`src/rtl/bitstream_frame_controller.sv`:
```
// Frame engine around a stochastic bitstream network: latches an operand vector,
// streams SNG bits for 2^LEN_LOG2 cycles, counts the network's ones and hands back the counts.
module bitstream_frame_controller #(
  parameter int          WIDTH    = 8,
  parameter int          N_IN     = 2,
  parameter int          N_OUT    = 1,
  parameter int          LEN_LOG2 = 8,
  parameter int          NET_LAT  = 1,
  parameter logic [15:0] SEED     = 16'b0000000010001101
) (
  input  logic                            clk,
  input  logic                            n_rst,
  input  logic                            abort,
  input  logic                            in_valid,
  output logic                            in_ready,
  input  logic [N_IN*(WIDTH+1)-1:0]       in_data,
  output logic                            compute,
  output logic [N_IN-1:0]                 sc_out,
  input  logic [N_OUT-1:0]                sc_in,
  output logic                            out_valid,
  input  logic                            out_ready,
  output logic [N_OUT*(LEN_LOG2+1)-1:0]   out_count,
  output logic [1:0]                      dbg_state
);

  // Handshakes: a transfer happens on a rising edge where valid and ready are
  // both high; abort on that edge overrides any transfer.

  localparam int CW  = WIDTH + 1;
  localparam int KW  = LEN_LOG2 + 1;
  localparam int FCW = (LEN_LOG2 > 3) ? LEN_LOG2 : 3;
  localparam logic [FCW-1:0]   FRAME_LAST = FCW'((1 << LEN_LOG2) - 1);
  localparam logic [FCW-1:0]   FLUSH_LAST = FCW'((NET_LAT > 0) ? NET_LAT - 1 : 0);
  localparam logic [KW-1:0]    FULL       = {1'b1, {LEN_LOG2{1'b0}}};
  localparam logic [WIDTH-1:0] SEED_W     = SEED[WIDTH-1:0];

  typedef enum logic [1:0] {IDLE, RUN, FLUSH, DONE} state_t;

  function automatic logic [15:0] tap_mask(input int w);
    case (w)
      2:       return 16'h0003;
      3:       return 16'h0006;
      4:       return 16'h000C;
      5:       return 16'h0014;
      6:       return 16'h0030;
      7:       return 16'h0060;
      8:       return 16'h00B8;
      9:       return 16'h0110;
      10:      return 16'h0240;
      11:      return 16'h0500;
      12:      return 16'h0829;
      13:      return 16'h100D;
      14:      return 16'h2015;
      15:      return 16'h6000;
      default: return 16'hD008;
    endcase
  endfunction

  localparam logic [15:0] TAPS = tap_mask(WIDTH);

  // The extra term splices the all-zero state in after 100..0, giving period 2^WIDTH.
  function automatic logic [WIDTH-1:0] lfsr_next(input logic [WIDTH-1:0] r);
    logic fb;
    fb = (^(r & TAPS[WIDTH-1:0])) ^ (r[WIDTH-2:0] == '0);
    return {r[WIDTH-2:0], fb};
  endfunction

  function automatic logic [WIDTH-1:0] rotl(input logic [WIDTH-1:0] r, input int k);
    int s;
    s = k % WIDTH;
    return (r << s) | (r >> (WIDTH - s));
  endfunction

  state_t                  state;
  logic [WIDTH-1:0]        lfsr;
  logic [N_IN*CW-1:0]      ops;
  logic [FCW-1:0]          frame_cnt;
  logic [NET_LAT:0]        run_sr;
  logic [WIDTH-1:0]        cmp_r;
  logic [N_IN*CW-1:0]      cmp_ops;
  logic [N_IN-1:0]         sc_next;
  logic                    run_next;
  logic                    window;

  assign dbg_state = state;
  assign compute   = run_sr[0];
  assign window    = run_sr[NET_LAT];

  // The comparator looks ahead at in_data/SEED while idle so sc_out lines up with compute.
  always_comb begin
    cmp_r    = (state == IDLE) ? SEED_W : lfsr;
    cmp_ops  = (state == IDLE) ? in_data : ops;
    run_next = ((state == IDLE) && in_valid) || ((state == RUN) && (frame_cnt != FRAME_LAST));
    sc_next  = '0;
    for (int k = 0; k < N_IN; k++)
      sc_next[k] = cmp_ops[k*CW +: CW] > {1'b0, rotl(cmp_r, k)};
  end

  always_ff @(posedge clk or negedge n_rst) begin
    if (!n_rst) begin
      state     <= IDLE;
      in_ready  <= 1'b1;
      sc_out    <= '0;
      out_valid <= 1'b0;
      out_count <= '0;
      lfsr      <= SEED_W;
      ops       <= '0;
      frame_cnt <= '0;
      run_sr    <= '0;
    end else if (abort) begin
      state     <= IDLE;
      in_ready  <= 1'b1;
      sc_out    <= '0;
      out_valid <= 1'b0;
      out_count <= '0;
      frame_cnt <= '0;
      run_sr    <= '0;
    end else begin
      for (int i = NET_LAT; i > 0; i--)
        run_sr[i] <= run_sr[i-1];
      run_sr[0] <= run_next;
      for (int m = 0; m < N_OUT; m++)
        if (window && sc_in[m] && (out_count[m*KW +: KW] != FULL))
          out_count[m*KW +: KW] <= out_count[m*KW +: KW] + KW'(1);
      case (state)
        IDLE: if (in_valid) begin
          ops       <= in_data;
          lfsr      <= lfsr_next(cmp_r);
          sc_out    <= sc_next;
          frame_cnt <= '0;
          out_count <= '0;
          in_ready  <= 1'b0;
          state     <= RUN;
        end
        RUN: begin
          lfsr <= lfsr_next(cmp_r);
          if (frame_cnt == FRAME_LAST) begin
            sc_out    <= '0;
            frame_cnt <= '0;
            if (NET_LAT == 0) begin
              state     <= DONE;
              out_valid <= 1'b1;
            end else begin
              state <= FLUSH;
            end
          end else begin
            sc_out    <= sc_next;
            frame_cnt <= frame_cnt + FCW'(1);
          end
        end
        FLUSH: begin
          if (frame_cnt == FLUSH_LAST) begin
            state     <= DONE;
            out_valid <= 1'b1;
          end else begin
            frame_cnt <= frame_cnt + FCW'(1);
          end
        end
        default: if (out_ready) begin
          state     <= IDLE;
          out_valid <= 1'b0;
          in_ready  <= 1'b1;
        end
      endcase
    end
  end

endmodule
```
`config.mk`:
```
export PLATFORM = sky130hd
export DESIGN_NAME = bitstream_frame_controller
export DESIGN_NICKNAME = d
export VERILOG_FILES = /design/src/rtl/bitstream_frame_controller.sv
export SDC_FILE = /design/constraint.sdc
export NUM_CORES = 1
export LEC_CHECK = 0
export CORE_MARGIN = 3
export CORE_UTILIZATION = 60
export CTS_CLUSTER_DIAMETER = 50
export DETAILED_ROUTE_END_ITERATION = 8
export PLACE_DENSITY = 0.95
export SLEW_MARGIN = 10
export SYNTH_ARGS = -nofsm -noshare
export SYNTH_HDL_FRONTEND = slang
export SYNTH_SLANG_ARGS = --single-unit
```
`constraint.sdc`:
```
create_clock -name clk -period 9.9 [get_ports clk]
set_clock_uncertainty 0.2 [all_clocks]
set_input_delay 1.98 -clock clk [delete_from_list [all_inputs] [get_ports clk]]
set_output_delay 1.98 -clock clk [all_outputs]
set_load 0.01 [all_outputs]
```
### After elaboration in Yosys (flattened, before gate mapping)

Cells that the tools add are included.

| word-level totals | value |
|---|---|
| register bits | 51 |
| bits in latches | 0 |
| memory bits (writable) | 0 |
| ROM bits | 0 |
| bits of input ports | 24 |
| output and inout port bits | 16 |
| logic and storage cells | 84 |
| memories | 0 |

| operators by class | value |
|---|---|
| $add $sub $neg | 2 |
| multipliers | 0 |
| div/mod/pow operators | 0 |
| $lt $le $gt $ge | 2 |
| eq/ne operators | 12 |
| shift-type cells | 0 |
| multiplexer cells | 32 |
| bitwise logic cells | 3 |
| reductions and logical operators | 24 |

Operators by type and width:

| cell | count |
|---|---|
| 8-bit 2-to-1 mux | 6 |
| 9-bit 2-to-1 mux | 4 |
| 8-bit one-hot mux with 3 select lines | 1 |
| 9-bit by 8-bit > comparator with 1-bit output | 2 |
| 18-bit 2-to-1 mux | 1 |
| 2-bit 2-to-1 mux | 9 |
| 8-bit one-hot mux with 2 select lines | 1 |
| 3-bit AND reduction | 5 |
| 9-bit by 1-bit adder with 9-bit output (second input constant) | 1 |
| 3-bit != test (second input constant) | 3 |
| 9-bit != test (second input constant) | 1 |
| 3-bit nonzero test | 3 |
| 8-bit by 1-bit adder with 8-bit output (second input constant) | 1 |
| 8-bit == test (second input constant) | 1 |
| 8-bit logical NOT | 1 |
| 8-bit != test (second input constant) | 1 |
| 8-bit by 1-bit bitwise OR with 8-bit output | 1 |
| 8-bit parity | 1 |
| 7-bit logical NOT | 1 |
| 1-bit 2-to-1 mux | 6 |
| 2-bit one-hot mux with 3 select lines | 1 |
| 5-bit nonzero test | 1 |
| 1-bit logical AND | 4 |
| 2-bit by 1-bit != test with 1-bit output (second input constant) | 2 |
| other kinds (15) | 17 |

### Logic depth before layout (Yosys ltp)

| logic depth | value |
|---|---|
| depth in word-level cells | 7 |
| gate-level depth with buffers | 13 |
| mapped depth without buffers | 10 |

### Worst setup path after synthesis

No wires, ideal clock.

| path | value |
|---|---|
| path kind | input port to flip-flop |
| start | in in_data[1] |
| end | reg sc_out[0] |
| library setup time | 0.134 ns |
| arrival time | 3.363 ns |
| data required time | 9.566 ns |
| setup slack | 6.203 ns |
| stages on the path | 6 |
| buffers on the path | 0 |
| cells stage by stage | mux2_2 ha_1 a221oi_1 o211ai_1 a2111oi_0 o21ai_1 |

| on the way | value |
|---|---|
| longest elaborated chain between the ends | 5 |
| elaborated cells on any way between the ends | 6 |
| classes of those cells | 1 x order compare; 5 x mux |

Ends and longest elaborated chain:

| what | RTL line | text |
|---|---|---|
| from (decl) | 16 | `input logic [N_IN*(WIDTH+1)-1:0] in_data,` |
| 18-bit 2-to-1 mux * | 92 | `cmp_ops = (state == IDLE) ? in_data : ops;` |
| 9-bit by 8-bit > comparator with 1-bit output * | 96 | `sc_next[k] = cmp_ops[k*CW +: CW] > {1'b0, rotl(cmp_r, k)};` |
| 2-bit 2-to-1 mux (on tied branches) | 137, 126 |  |
| 2-bit one-hot mux with 2 select lines * | 125 | `case (state)` |
| 2-bit 2-to-1 mux * | 110 | `end else if (abort) begin` |
| to (signal assigned) | 129 | `sc_out <= sc_next;` |
| to (signal assigned) | 147 | `sc_out <= sc_next;` |
| to (decl) | 18 | `output logic [N_IN-1:0] sc_out,` |

Every way passes the cells marked *; elsewhere a longest branch is shown, timed or not. The select of a mux whose other input is x is not followed.
A chain may end at the register's enable or synchronous reset.

### Worst setup path in the final report

Same ends and word-level chain as after synthesis.

==> flow_summary.toml <==
[status]
status = "finished, final reports clean"

[power]
p_per_area_mw_per_mm2 = 283
irDropWorstVdd_mv = 0.187
leakage_nw = 1.52
finalPower_w = 0.00101

[sta]
setup_viol = 0
worstMarginPinSlew_ns = 1.10
final-max-slew-violation-count = 0
rsz0062_at_grt = "no"
fin_crit_sh_pct = 40.4
slew_headroom_pct = 27.0
fmax_ghz = 0.250
fin_tns_setup_ns = 0
hold_violations = 0
finalCriticalPeriod_ns = 4.00

[global_routing]
grt_pass1_vias = 2442
antenna_found_initial = 0
grt_usage_pct = 22.7
grt_max_degree = 52
grt_pass1_wl_um = 10900
grt-ovfl-total = 0

[yosys]
ys_async_sr_fraction_pct = 100
avgSynthCellArea_um2 = 9.84
seq_area_frac_synth_pct = 42.4
ys_warn_count = 0
synth_area_mm2 = 0.00302
ys_ff_latch = 51
syn_nets = 351
synth_edf_count = 0
synthCells = 307
ys_types = 44
synth_flop_cell = "dfrtp_1"

[floorplan]
die_height_um = 77.0
die_w_um = 77.0
dieArea_mm2 = 0.00592
core_area_mm2 = 0.00479
initial_utilization_pct = 63.1
io_pins = 40
placementRows = 25

[critical_path]
cp_top_family = "compound AO/OA/AOI/OAI gates"
worst_path_max_delay_cell = "a2111oi_0"
cp_cell_sequence = "clkdlybuf4s50_1 > mux2_2 > ha_1 > a221oi_1 > o211ai_1 > a2111oi_0 > o21ai_1"
worstSetupPathType = "in -> reg"
reg2reg_depth = 9
critPathLaunchType = "primary input"
crit_cells = 7
crit_arrival_ns = 3.98
r2r_slack_ns = 6.84
r2r_start = "dbg_state[0]"
crit_buf_inv = 1
critPathMaxFanout = 2
cp-end-kind = "flop"
slowest_delay_ns = 0.43
r2r-end = "sc_out[0]"
cp_data_required_time_ns = 9.88

[clock_network]
cts.reportedPaths.clkPinSlew_ns = 0.09
postCtsHoldBufs = 0
cts_sinks = 51
htreeDepth = 2
post_cts_buffers = 0
clk_latency_ns = 0.30
cts_buffers = 5
ctsResizeCount = 0
cts_max_path_buffers = 2
cts_tree = "yes"
root_buffer = "clkbuf_8"

[finish]
antennaDiodeCount = 0
nets = 385
final_area_mm2 = 0.00357
syn_to_final_growth_pct = 18.1
final_cells = 409
drive_gt1_share_pct = 11.7

[place]
placed_area_mm2 = 0.00343
dpl.cell_count = 401
gp_congestion = 0.843
place.port_buffers = 39
post-dp-hpwl_um = 4450

[drt]
viasPerCell = 5.80
finalWirelength_um = 5990
vias = 2371
wl_per_cell_um = 14.7
dr.pass1.iters = 4
drc_errors = 0
ant_nets = 0
drt_first_iter_violations = 99

[worst_hold_path]
worstHoldStart = "lfsr[0]"
worstHoldPathCells = 2
hold_end = "lfsr[0]"
hold_class = "reg -> reg"

[job]
maxCapViolations = 0
==> worst register-to-register path, delay by kind of cell, from the launching register on <==
| family | cells | cell delay, ns |
|---|---|---|
| buffers and inverters | 2 | 0.47 |
| AOI/OAI and AO/OA | 4 | 1.01 |
| muxes | 1 | 0.41 |
| DFF | 1 | 0.41 |
| adders and majority gates | 2 | 0.44 |
==> state kept, by name, summed over array words and instances (netlist names) <==
| name | count |
|---|---|
| run_sr | 2 |
| out_count | 9 |
| ops | 18 |
| in_ready | 1 |
| dbg_state | 2 |
| lfsr | 8 |
| sc_out | 2 |
| frame_cnt | 8 |
| out_valid | 1 |
==> power breakdown <==
part           total, W  switching, W  internal (W)
logic          0.000514      0.000268      0.000245
clock network  0.000170     0.0000689      0.000101
registers      0.000325     0.0000446      0.000280
==> layer usage <==
layer / routed length (um) / share of wire (%) / GRT usage [%] / up-vias
met3: 264 / 4.4 / 4.23 / 10
li1: - / - / - / 1149
met5: 0 / 0 / 0 / -
met4: 91 / 1.5 / 8.70 / 0
met2: 3060 / 51 / 39.7 / 64
met1: 2570 / 43 / 27.5 / 1148
==> area by class of cell <==
type	instances	area [um2]
clock inverters	3	67.6
fillers	342	1220
repair buffers	40	393
multi-input cells	227	1610
clock buffers	5	68.8
well taps	67	83.8
flip-flops and latches	51	1280
inverters	16	60.1
==> metrics by stage <==
step                utilization [%]  hold WS (ns)  setup WS (ns)
finish                         74.6         0.278           5.90
global route                   74.6         0.303           5.78
CTS                            74.6         0.282           5.94
detailed placement             71.7         0.268           5.62
global placement               71.7         0.256           5.70
floorplan                         -         0.246           6.20
==> layout by cell type (no fill, tap or decap), types with 3 or more instances in the layout <==
cell | synthesis | final
o21ai_1 | 8 | 8
nand4_1 | 4 | 4
o21ai_0 | 16 | 16
nand2_1 | 27 | 27
ha_1 | 20 | 20
a21o_1 | 3 | 3
clkdlybuf4s50_1 | 0 | 38
dfstp_2 | 5 | 5
o31ai_1 | 4 | 4
nor4b_1 | 3 | 3
nand2b_1 | 6 | 6
a2bb2oi_1 | 4 | 4
mux2i_1 | 5 | 5
xor2_1 | 6 | 6
mux2_1 | 9 | 9
mux2_2 | 20 | 20
or3_1 | 3 | 3
a21oi_1 | 15 | 15
inv_1 | 15 | 15
nor2b_1 | 6 | 6
nor4_1 | 3 | 3
dfrtp_1 | 46 | 46
and3_1 | 5 | 5
nor2_1 | 26 | 26
clkbuf_8 | 0 | 5
nand3_1 | 10 | 10
xnor2_1 | 4 | 4
==> logic make-up after synthesis <==
kind of cell | Yosys count | share of synthesized area (%)
simple gates | 102 | 16.9
mux | 34 | 12.5
xor+xnor | 10 | 2.90
fa+ha+maj | 20 | 8.28
compound gates | 61 | 12.9
buf+inv | 29 | 4.14
flops | 51 | 42.4
==> cells in the mapped netlist (all sizes together), types with 2 or more instances <==
cell type,count,area share [%]
ha,20,8.3
and3,5,1.0
mux2,29,11
nor2b,6,1.2
o31ai,4,0.99
nor4,3,0.62
or3,3,0.62
dfstp,5,4.3
a221oi,2,0.58
nand3,10,1.7
a21o,3,0.75
inv,16,2.0
nor2,26,3.2
o21ai,24,4.0
xor2,6,1.7
buf,8,1.5
nand2,27,3.4
a2bb2oi,4,1.2
dfrtp,46,38
a21oi,15,2.5
or2,3,0.62
mux2i,5,1.7
a22oi,2,0.50
clkbuf,5,0.62
nor3,2,0.33
nand2b,6,1.2
nor4b,3,0.87
o211ai,2,0.50
nand4,4,0.83
xnor2,4,1.2
==> worst max path at each step <==
stage | from | to | slack (ns)
after global placement | in_data[1] | sc_out[0] | 5.70
after floorplan | in_data[1] | sc_out[0] | 6.20
final | in_data[1] | sc_out[0] | 5.90
after global routing | abort | frame_cnt[7] | 5.78
after detailed placement | in_data[1] | sc_out[0] | 5.62
after CTS | in_data[1] | sc_out[0] | 5.94
(Power assumes the default switching activity.)
